--- config.mk ---
export PLATFORM = sky130hd
export DESIGN_NAME = alu_stream_core
export DESIGN_NICKNAME = d
export VERILOG_FILES = /design/src/rtl/alu_pkg.sv /design/src/rtl/alu_mul_seq.sv /design/src/rtl/alu_stream_core.sv
export SDC_FILE = /design/constraint.sdc
export NUM_CORES = 1
export LEC_CHECK = 0
export BUFFER_PORTS_ARGS = -buffer_cell sky130_fd_sc_hd__buf_4
export CAP_MARGIN = 20
export CORE_MARGIN = 4
export CORE_UTILIZATION = 35
export CTS_BUF_LIST = sky130_fd_sc_hd__clkbuf_4 sky130_fd_sc_hd__clkbuf_8 sky130_fd_sc_hd__clkbuf_16
export CTS_CLUSTER_DIAMETER = 80
export DETAILED_ROUTE_END_ITERATION = 8
export MAX_ROUTING_LAYER = met4
export PLACE_DENSITY_LB_ADDON = 0.08
export SYNTH_ARGS = -nofsm -noshare
export SYNTH_HDL_FRONTEND = slang
export SYNTH_HIERARCHICAL = 1
export SYNTH_SLANG_ARGS = --single-unit
--- constraint.sdc ---
create_clock -name clk -period 1.6 [get_ports clk]
set_input_delay 0.32 -clock clk [delete_from_list [all_inputs] [get_ports clk]]
set_output_delay 0.32 -clock clk [all_outputs]
set_load 0.01 [all_outputs]
--- src/rtl/alu_pkg.sv ---
// Shared types for alu_stream_core: opcode map, FSM states, flag bundle.
package alu_pkg;

  typedef enum logic [3:0] {
    OP_ADD  = 4'h0,
    OP_SUB  = 4'h1,
    OP_AND  = 4'h2,
    OP_OR   = 4'h3,
    OP_XOR  = 4'h4,
    OP_NAND = 4'h5,
    OP_NOR  = 4'h6,
    OP_XNOR = 4'h7,
    OP_NOT  = 4'h8,
    OP_INC  = 4'h9,
    OP_DEC  = 4'hA,
    OP_SLL  = 4'hB,
    OP_SRL  = 4'hC,
    OP_ROL  = 4'hD,
    OP_ROR  = 4'hE,
    OP_MUL  = 4'hF
  } alu_op_e;

  typedef enum logic {
    IDLE = 1'b0,
    MUL  = 1'b1
  } alu_state_e;

  typedef struct packed {
    logic carry;
    logic zero;
    logic sign;
    logic parity;
    logic overflow;
  } alu_flags_t;

endpackage

--- src/rtl/alu_mul_seq.sv ---
// Shift-add unsigned multiplier: one partial product per cycle, WIDTH cycles.
// Only instantiated when ALU_MUL_EN is defined.
module alu_mul_seq #(
  parameter int unsigned WIDTH = 8
) (
  input  logic               clk,
  input  logic               reset,
  input  logic               start,
  input  logic [WIDTH-1:0]   a,
  input  logic [WIDTH-1:0]   b,
  output logic               done,
  output logic [2*WIDTH-1:0] product
);

  localparam int unsigned CW = $clog2(WIDTH);

  logic [2*WIDTH-1:0] mcand;
  logic [2*WIDTH-1:0] acc;
  logic [WIDTH-1:0]   mplier;
  logic [CW-1:0]      cnt;
  logic               running;

  // Load on start, then add/shift once per cycle; done pulses after the last step.
  always_ff @(posedge clk or posedge reset) begin
    if (reset) begin
      mcand   <= '0;
      acc     <= '0;
      mplier  <= '0;
      cnt     <= '0;
      running <= 1'b0;
      done    <= 1'b0;
    end else begin
      done <= 1'b0;
      if (start) begin
        mcand   <= {{WIDTH{1'b0}}, a};
        mplier  <= b;
        acc     <= '0;
        cnt     <= '0;
        running <= 1'b1;
      end else if (running) begin
        if (mplier[0]) acc <= acc + mcand;
        mcand  <= mcand << 1;
        mplier <= mplier >> 1;
        cnt    <= cnt + CW'(1);
        if (cnt == CW'(WIDTH - 1)) begin
          running <= 1'b0;
          done    <= 1'b1;
        end
      end
    end
  end

  assign product = acc;

endmodule

--- src/rtl/alu_stream_core.sv ---
// Streaming ALU with valid/ready on both sides and a held output register.
// Optional feature macro: ALU_MUL_EN (multi-cycle shift-add MUL on op F).
module alu_stream_core
  import alu_pkg::*;
#(
  parameter int unsigned WIDTH = 8,
  parameter int unsigned SHW   = $clog2(WIDTH)
) (
  input  logic             clk,
  input  logic             reset,
  input  logic             in_valid,
  output logic             in_ready,
  input  logic [WIDTH-1:0] a,
  input  logic [WIDTH-1:0] b,
  input  logic [3:0]       op,
  output logic             out_valid,
  input  logic             out_ready,
  output logic [WIDTH-1:0] result,
  output logic             carry,
  output logic             zero,
  output logic             sign,
  output logic             parity,
  output logic             overflow,
  output logic             busy
);

  localparam logic [WIDTH-1:0] ONE    = WIDTH'(1);
  localparam logic [WIDTH-1:0] MAXPOS = {1'b0, {(WIDTH-1){1'b1}}};
  localparam logic [WIDTH-1:0] MINNEG = {1'b1, {(WIDTH-1){1'b0}}};

  alu_state_e       state;
  alu_flags_t       flags_q;
  logic             accept;
  logic             mul_go;
  logic             mul_done;
  logic [WIDTH-1:0] mul_res;
  alu_flags_t       mul_flags;

  logic [SHW-1:0]     sh;
  logic [WIDTH:0]     sum, diff, sll_ext, srl_ext;
  logic [2*WIDTH-1:0] rol_ext, ror_ext;
  logic [WIDTH-1:0]   alu_res;
  alu_flags_t         alu_flags;

  assign in_ready = ~reset & (state == IDLE) & (~out_valid | out_ready);
  assign accept   = in_valid & in_ready;

  // Single-cycle op decode; the extended shifts expose the last bit shifted out
  // as carry and naturally give a/carry 0 when sh is 0.
  always_comb begin
    sh      = b[SHW-1:0];
    sum     = {1'b0, a} + {1'b0, b};
    diff    = {1'b0, a} - {1'b0, b};
    sll_ext = {1'b0, a} << sh;
    srl_ext = {a, 1'b0} >> sh;
    rol_ext = {a, a} << sh;
    ror_ext = {a, a} >> sh;
    alu_res = '0;
    alu_flags = '0;
    case (alu_op_e'(op))
      OP_ADD: begin
        alu_res = sum[WIDTH-1:0];
        alu_flags.carry = sum[WIDTH];
        alu_flags.overflow = (a[WIDTH-1] == b[WIDTH-1]) && (sum[WIDTH-1] != a[WIDTH-1]);
      end
      OP_SUB: begin
        alu_res = diff[WIDTH-1:0];
        alu_flags.carry = ~diff[WIDTH];
        alu_flags.overflow = (a[WIDTH-1] != b[WIDTH-1]) && (diff[WIDTH-1] != a[WIDTH-1]);
      end
      OP_AND:  alu_res = a & b;
      OP_OR:   alu_res = a | b;
      OP_XOR:  alu_res = a ^ b;
      OP_NAND: alu_res = ~(a & b);
      OP_NOR:  alu_res = ~(a | b);
      OP_XNOR: alu_res = ~(a ^ b);
      OP_NOT:  alu_res = ~a;
      OP_INC: begin
        alu_res = a + ONE;
        alu_flags.carry = (a == '1);
        alu_flags.overflow = (a == MAXPOS);
      end
      OP_DEC: begin
        alu_res = a - ONE;
        alu_flags.carry = (a == '0);
        alu_flags.overflow = (a == MINNEG);
      end
      OP_SLL: begin
        alu_res = sll_ext[WIDTH-1:0];
        alu_flags.carry = sll_ext[WIDTH];
      end
      OP_SRL: begin
        alu_res = srl_ext[WIDTH:1];
        alu_flags.carry = srl_ext[0];
      end
      OP_ROL: begin
        alu_res = rol_ext[2*WIDTH-1:WIDTH];
        alu_flags.carry = sll_ext[WIDTH];
      end
      OP_ROR: begin
        alu_res = ror_ext[WIDTH-1:0];
        alu_flags.carry = srl_ext[0];
      end
      default: alu_res = '0;
    endcase
    alu_flags.zero   = (alu_res == '0);
    alu_flags.sign   = alu_res[WIDTH-1];
    alu_flags.parity = ~^alu_res;
  end

`ifdef ALU_MUL_EN
  logic [2*WIDTH-1:0] mul_product;

  assign mul_go = accept & (alu_op_e'(op) == OP_MUL);
  assign busy   = (state == MUL);

  alu_mul_seq #(.WIDTH(WIDTH)) u_mul (
    .clk     (clk),
    .reset   (reset),
    .start   (mul_go),
    .a       (a),
    .b       (b),
    .done    (mul_done),
    .product (mul_product)
  );

  // Flags for a completed multiply: carry/overflow flag a non-zero high half.
  always_comb begin
    mul_res            = mul_product[WIDTH-1:0];
    mul_flags          = '0;
    mul_flags.carry    = |mul_product[2*WIDTH-1:WIDTH];
    mul_flags.overflow = |mul_product[2*WIDTH-1:WIDTH];
    mul_flags.zero     = (mul_res == '0);
    mul_flags.sign     = mul_res[WIDTH-1];
    mul_flags.parity   = ~^mul_res;
  end
`else
  assign mul_go    = 1'b0;
  assign busy      = 1'b0;
  assign mul_done  = 1'b0;
  assign mul_res   = '0;
  assign mul_flags = '0;
`endif

  // Control FSM and output hold register; a transfer and a new load on the
  // same edge leave out_valid high with the new result.
  always_ff @(posedge clk or posedge reset) begin
    if (reset) begin
      state     <= IDLE;
      out_valid <= 1'b0;
      result    <= '0;
      flags_q   <= '0;
    end else begin
      if (out_valid && out_ready) out_valid <= 1'b0;
      case (state)
        IDLE: begin
          if (accept) begin
            if (mul_go) begin
              state <= MUL;
            end else begin
              result    <= alu_res;
              flags_q   <= alu_flags;
              out_valid <= 1'b1;
            end
          end
        end
        MUL: begin
          if (mul_done) begin
            result    <= mul_res;
            flags_q   <= mul_flags;
            out_valid <= 1'b1;
            state     <= IDLE;
          end
        end
        default: state <= IDLE;
      endcase
    end
  end

  assign carry    = flags_q.carry;
  assign zero     = flags_q.zero;
  assign sign     = flags_q.sign;
  assign parity   = flags_q.parity;
  assign overflow = flags_q.overflow;

endmodule
==> results of run 1 <==
critical path, cell delays in order:
cell and delay [ns]:
buf_12 0.09, inv_8 0.03, ha_4 0.15, fa_2 0.35, or2_4 0.25, a221oi_4 0.26, mux2i_1 0.28, nor2_1 0.07
a211o_1 0.25, a31oi_1 0.15, ha_2 0.31, xor2_2 0.16, xnor2_1 0.15, o21ai_1 0.07
cell type report:
class | instances | area (um^2) | share of cell area (%)
tap | 133 | 166 | 2.77
multi-input combinational | 389 | 3440 | 57.3
timing repair buffer | 229 | 1900 | 31.6
clock buffer | 4 | 48.8 | 0.813
inverter | 27 | 126 | 2.11
sequential | 13 | 325 | 5.42
state kept, by name, summed over array words and instances (netlist names):
signal / cells
result: 8
carry: 1
out_valid: 1
overflow: 1
parity: 1
zero: 1
cell usage in the layout (no fill, tap or decap), types with 11 or more instances in the layout:
cell	netlist	routed
buf_6	4	23
o21ai_1	3	12
mux4_2	11	11
nand3_1	13	13
buf_4	3	198
nand2_1	42	40
nor2_1	41	38
inv_1	26	16
ha_1	30	15
dfrtp_1	13	13
a21oi_1	25	17
xnor2_1	13	12
ha_4	0	11
metrics by stage:
step | setup slack (ns) | area, um^2
after global routing | -1.21 | 6000
after detailed placement | -1.44 | 5280
after CTS | -1.15 | 5880
after floorplan | -1.25 | 3860
after global placement | -1.47 | 5280
final | -1.17 | 6000
power groups by stage:
stage | Sequential (mW) | Combinational [mW] | Clock [mW]
floorplan | 0.466 | 0.957 | 0
global placement | 0.441 | 1.73 | 0
detailed placement | 0.445 | 1.73 | 0
CTS | 0.440 | 1.94 | 0.316
global route | 0.446 | 2.18 | 0.334
finish | 0.438 | 2.03 | 0.313
worst max-delay path by stage:
stage,slack [ns],to,startpoint,depth (start not counted)
6_report,-1.17,parity$_DFFE_PP0P_,a[0],14
5_1_grt,-1.21,parity$_DFFE_PP0P_,a[0],14
4_1_cts,-1.15,parity$_DFFE_PP0P_,a[0],14
3_5_place_dp,-1.44,parity$_DFFE_PP0P_,a[0],14
3_3_place_gp,-1.47,parity$_DFFE_PP0P_,a[0],14
2_1_floorplan,-1.25,parity$_DFFE_PP0P_,a[0],14
per-layer routing:
metal,GRT usage [%],up-vias
met4,5.41,0
met1,35.6,2131
met5,-,-
li1,-,2147
met2,41.0,143
met3,1.66,23
timing repair:
item | in CTS | in global routing
buffers inserted | 18 | 7
pin swaps | 35 | 15
hold endpoints to repair | 0 | 0
setup endpoints to repair | 12 | 12
gates resized for setup | 97 | 23
cell families (layout without fill, tap and decap cells):
family / count (synthesis) / in the layout / synth area share [%]
and+or+nand+nor: 167 / 167 / 24.0
adders and majority gates: 32 / 32 / 11.6
buffers and inverters: 72 / 260 / 9.36
other: 1 / 1 / 0.105
AOI/OAI and AO/OA: 142 / 142 / 29.2
xor gates and xnor gates: 16 / 16 / 3.91
DFF: 13 / 13 / 9.08
muxes: 31 / 31 / 12.8
==> impl_metrics.py, run 1 <==
metrics = {
    "synth": {
        "synth_commonest_cells": "nand2_1, nor2_1, ha_1",
        "synth_seq_area_share_pct": 9.08,
        "synth_top_area_share_pct": 10.5,
        "syn_nets": 530,
        "synth_cell_types": 77,
        "syn_avg_cell_area_um2": 7.56,
        "async_flop_share_pct": 100,
        "synthCells": 474,
        "synth_ff_type": "dfrtp_1",
        "ys_warn_count": 6,
        "yosysTopAreaCell": "ha_1",
        "synth-edff-count": 0,
        "ys_seq_elements": 13,
        "synth_most_common_cell": "nand2_1",
        "syn_area_mm2": 0.00358,
        "ys_top_cells_by_area": "ha_1, dfrtp_1, mux4_2",
    },
    "clock_network": {
        "clk_latency_ns": 0.25,
        "cts.clk_slew.worst_paths_ns": 0.06,
        "cts_hold_buf": 0,
        "clock_sinks": 13,
        "cts_tree": "done",
        "htree_levels": 1,
        "cts_root_buf": "clkbuf_8",
        "clk_path_buf_depth": 2,
        "numCtsBuffers": 3,
    },
    "job": {
        "max_cap_viol_count": 0,
    },
    "floorplanning": {
        "die_w_um": 109,
        "ios": 40,
        "die_h_um": 109,
        "core.rowCount": 36,
        "core-area_mm2": 0.00986,
        "start_util_pct": 36.3,
        "die_area_mm2": 0.0119,
    },
    "worst_setup_path": {
        "worst-r2r-setup-slack_ns": -0.10,
        "worst_setup_path_start_kind": "primary input",
        "critical_path_class": "in2reg",
        "reg2reg_from": "out_valid$_DFF_PP0_",
        "cp_max_fo": 3,
        "rr_endpoint": "carry$_DFFE_PP0P_",
        "crit_arrival_ns": 2.90,
        "reg2reg_depth": 5,
        "worst_setup_path_end_kind": "flop",
        "required_ns": 1.74,
    },
    "final_layout": {
        "final_nets": 719,
        "final_cells": 795,
        "drive_gt1_share_pct": 51.4,
        "area_growth_pct": 67.6,
        "final_core_util_pct": 60.9,
        "fill_cells": 891,
        "diodes": 0,
    },
    "status": {
        "status": "finished, violations left",
        "violations": "negative setup slack",
    },
    "pwr": {
        "power_frac_seq_pct": 15.8,
        "pwr-share-comb_pct": 73.0,
        "p_total_mw": 2.78,
        "ir_drop_mv": 0.290,
        "p_switching_mw": 1.13,
        "switching_share_pct": 40.8,
        "internal-power_mw": 1.65,
        "power_per_cell_area_mw_per_mm2": 463,
        "clock_power_share_pct": 11.3,
        "p_leak_nw": 2.58,
    },
    "routing": {
        "drt_iter0_drc": 266,
        "wl_met2_um": 6770,
        "met3WireLength_um": 727,
        "vias": 4444,
        "drtPass1Iterations": 5,
        "final_antenna_net_count": 0,
        "via_per_inst": 5.59,
        "top_layer_used": "met4",
        "routedWlPerCell_um": 18.4,
        "wl_met1_um": 6840,
        "drt-total-wl_um": 14600,
        "drcViolationCount": 0,
    },
    "place": {
        "dp_cells": 772,
        "gp_congestion": 0.931,
        "hpwl_um": 11900,
        "io_buffers": 38,
    },
    "timing": {
        "timing.final.hold_violations": 0,
        "setup_viol": 12,
        "tightest_slew_ns": 0.671,
        "fin_crit_sh_pct": 173,
        "min_period_ns": 2.77,
        "fmax_mhz": 361,
        "tns_ns": -6.46,
        "slew_headroom_pct": 54.1,
        "setup_ws_ns": -1.17,
        "rsz0062_at_grt": "yes",
        "drv_slew": 0,
        "hold_slack_ns": 0.115,
        "clock_skew_ns": 0.00531,
    },
    "global_route": {
        "track_usage_pct": 25.6,
        "grt_first_pass_wirelength_um": 23400,
        "grt_overflow": 0,
        "grt_pass1_vias": 4436,
        "grt_max_degree": 21,
        "antenna_found_initial": 0,
    },
    "min_path": {
        "worstHoldPathType": "in2async",
    },
}
(Power assumes the default switching activity.)
==> inputs of run 2 (changes only) <==
Settings changed: CORE_MARGIN 4 to 1.5.
==> impl_metrics.py, run 2 (synthesized netlist as in run 1, its figures left out) <==
metrics = {
    "clock_network": {
        "cts.clk_slew.worst_paths_ns": 0.06,
        "clk_path_buf_depth": 2,
        "htree_levels": 1,
        "clk_latency_ns": 0.24,
        "cts_tree": "done",
        "cts_hold_buf": 0,
        "cts_root_buf": "clkbuf_8",
        "clock_sinks": 13,
        "numCtsBuffers": 3,
    },
    "routing": {
        "drt_iter0_drc": 295,
        "drt-total-wl_um": 15000,
        "drcViolationCount": 0,
        "vias": 4478,
        "via_per_inst": 5.63,
        "routedWlPerCell_um": 18.8,
        "final_antenna_net_count": 0,
        "drtPass1Iterations": 5,
    },
    "final_layout": {
        "final_core_util_pct": 60.9,
        "layout.cells.most_common": "buf_4",
        "most-common-layout-cells": "buf_4, nand2_1, nor2_1",
        "ff_latch_area_um2": 325,
        "fill_cells": 923,
        "drive_gt1_share_pct": 51.1,
        "diodes": 0,
        "largest_reg_flops": 8,
        "top_register": "result",
        "area_growth_pct": 67.7,
        "final_nets": 720,
        "multi_input_area_mm2": 0.00340,
    },
    "floorplanning": {
        "die_w_um": 104,
        "core-area_mm2": 0.00986,
        "core.rowCount": 36,
        "start_util_pct": 36.3,
        "ios": 40,
        "die_h_um": 104,
        "die_area_mm2": 0.0109,
    },
    "worst_setup_path": {
        "reg2reg_from": "out_valid$_DFF_PP0_",
        "crit_arrival_ns": 2.93,
        "worst_setup_path_start_kind": "primary input",
        "worst-r2r-setup-slack_ns": -0.05,
        "critical_path_class": "in2reg",
        "required_ns": 1.73,
        "cp_max_fo": 3,
        "reg2reg_depth": 5,
        "worst_setup_path_end_kind": "flop",
        "rr_endpoint": "carry$_DFFE_PP0P_",
    },
    "place": {
        "gp_congestion": 0.981,
        "io_buffers": 38,
        "hpwl_um": 11900,
    },
    "min_path": {
        "worstHoldPathType": "in2async",
    },
    "timing": {
        "setup_ws_ns": -1.20,
        "clock_skew_ns": 0.00704,
        "min_period_ns": 2.80,
        "fmax_mhz": 357,
        "tns_ns": -6.90,
        "slew_headroom_pct": 60.1,
        "rsz0062_at_grt": "yes",
        "drv_slew": 0,
        "timing.final.hold_violations": 0,
        "tightest_slew_ns": 0.584,
        "fin_crit_sh_pct": 175,
        "setup_viol": 12,
    },
    "global_route": {
        "grt_first_pass_wirelength_um": 24000,
        "grt_max_degree": 20,
        "grt_overflow": 0,
        "grt_pass1_vias": 4358,
        "antenna_found_initial": 0,
        "track_usage_pct": 28.3,
    },
    "pwr": {
        "p_leak_nw": 2.58,
        "ir_drop_mv": 0.318,
        "power_per_cell_area_mw_per_mm2": 465,
    },
    "job": {
        "max_cap_viol_count": 0,
    },
    "status": {
        "violations": "negative setup slack",
        "status": "finished, violations left",
    },
}
-- run 2: cell types whose count changed in the layout (fill, tap and decap cells not counted), moves of 3 or more --
cell     delta
buf_8       +3
nor2_2      +4
o21ai_1     -4
ha_2        +3
ha_4        -5
o21ai_0     +4
inv_2       -3
-- run 2: worst max-delay path: stages --
cell,delay (ns)
buf_12,0.09
inv_8,0.03
ha_4,0.15
fa_2,0.37
or2_4,0.26
a221oi_4,0.27
mux2i_1,0.27
nor2_1,0.06
a211o_1,0.24
a31oi_1,0.18
ha_2,0.31
xor2_1,0.17
xnor2_1,0.14
o21ai_1,0.07
-- run 2: layout make-up --
class                      count  area share, %
multi-input combinational    389           56.7
tap                          133           2.77
clock buffer                   4          0.812
inverter                      27           2.19
timing repair buffer         230           32.1
sequential                    13           5.42
-- run 2: metal layers --
| metal | global-route usage [%] | part of all wire, % | vias up |
|---|---|---|---|
| li1 | - | - | 2159 |
| met1 | 40.8 | 47 | 2156 |
| met4 | 4.56 | 1.5 | 0 |
| met2 | 44.2 | 46 | 144 |
| met3 | 1.63 | 4.8 | 19 |
| met5 | - | 0 | - |
-- run 2: report_power, final --
group / leakage, nW / internal [mW] / switching (mW)
Sequential: 0.159 / 0.395 / 0.0375
Combinational: 2.40 / 1.07 / 0.979
Clock: 0.0262 / 0.192 / 0.117
-- run 2: what timing repair did --
item,CTS,global route
cloned,1,0
resized for setup,70,45
setup buffers,21,7
endpoints found under the setup margin,12,12
pin swaps,32,28
-- run 2: metrics by stage --
step	cell area (um^2)	cells	setup WS, ns	hold slack, ns	power [mW]
after global routing	6010	796	-1.33	0.164	2.97
after floorplan	3860	474	-1.25	0.197	1.42
final	6010	796	-1.20	0.117	2.79
after global placement	5260	770	-1.51	0.387	2.15
after CTS	5790	793	-1.23	0.137	2.68
after detailed placement	5260	770	-1.55	0.394	2.17
-- run 2: how the worst max path moves through the flow --
| stage | start | cells after the start | to |
|---|---|---|---|
| 2_1_floorplan | a[0] | 14 | parity$_DFFE_PP0P_ |
| 3_3_place_gp | b[0] | 12 | parity$_DFFE_PP0P_ |
| 3_5_place_dp | b[0] | 12 | parity$_DFFE_PP0P_ |
| 4_1_cts | a[0] | 14 | parity$_DFFE_PP0P_ |
| 5_1_grt | a[0] | 14 | parity$_DFFE_PP0P_ |
| 6_report | a[0] | 14 | parity$_DFFE_PP0P_ |
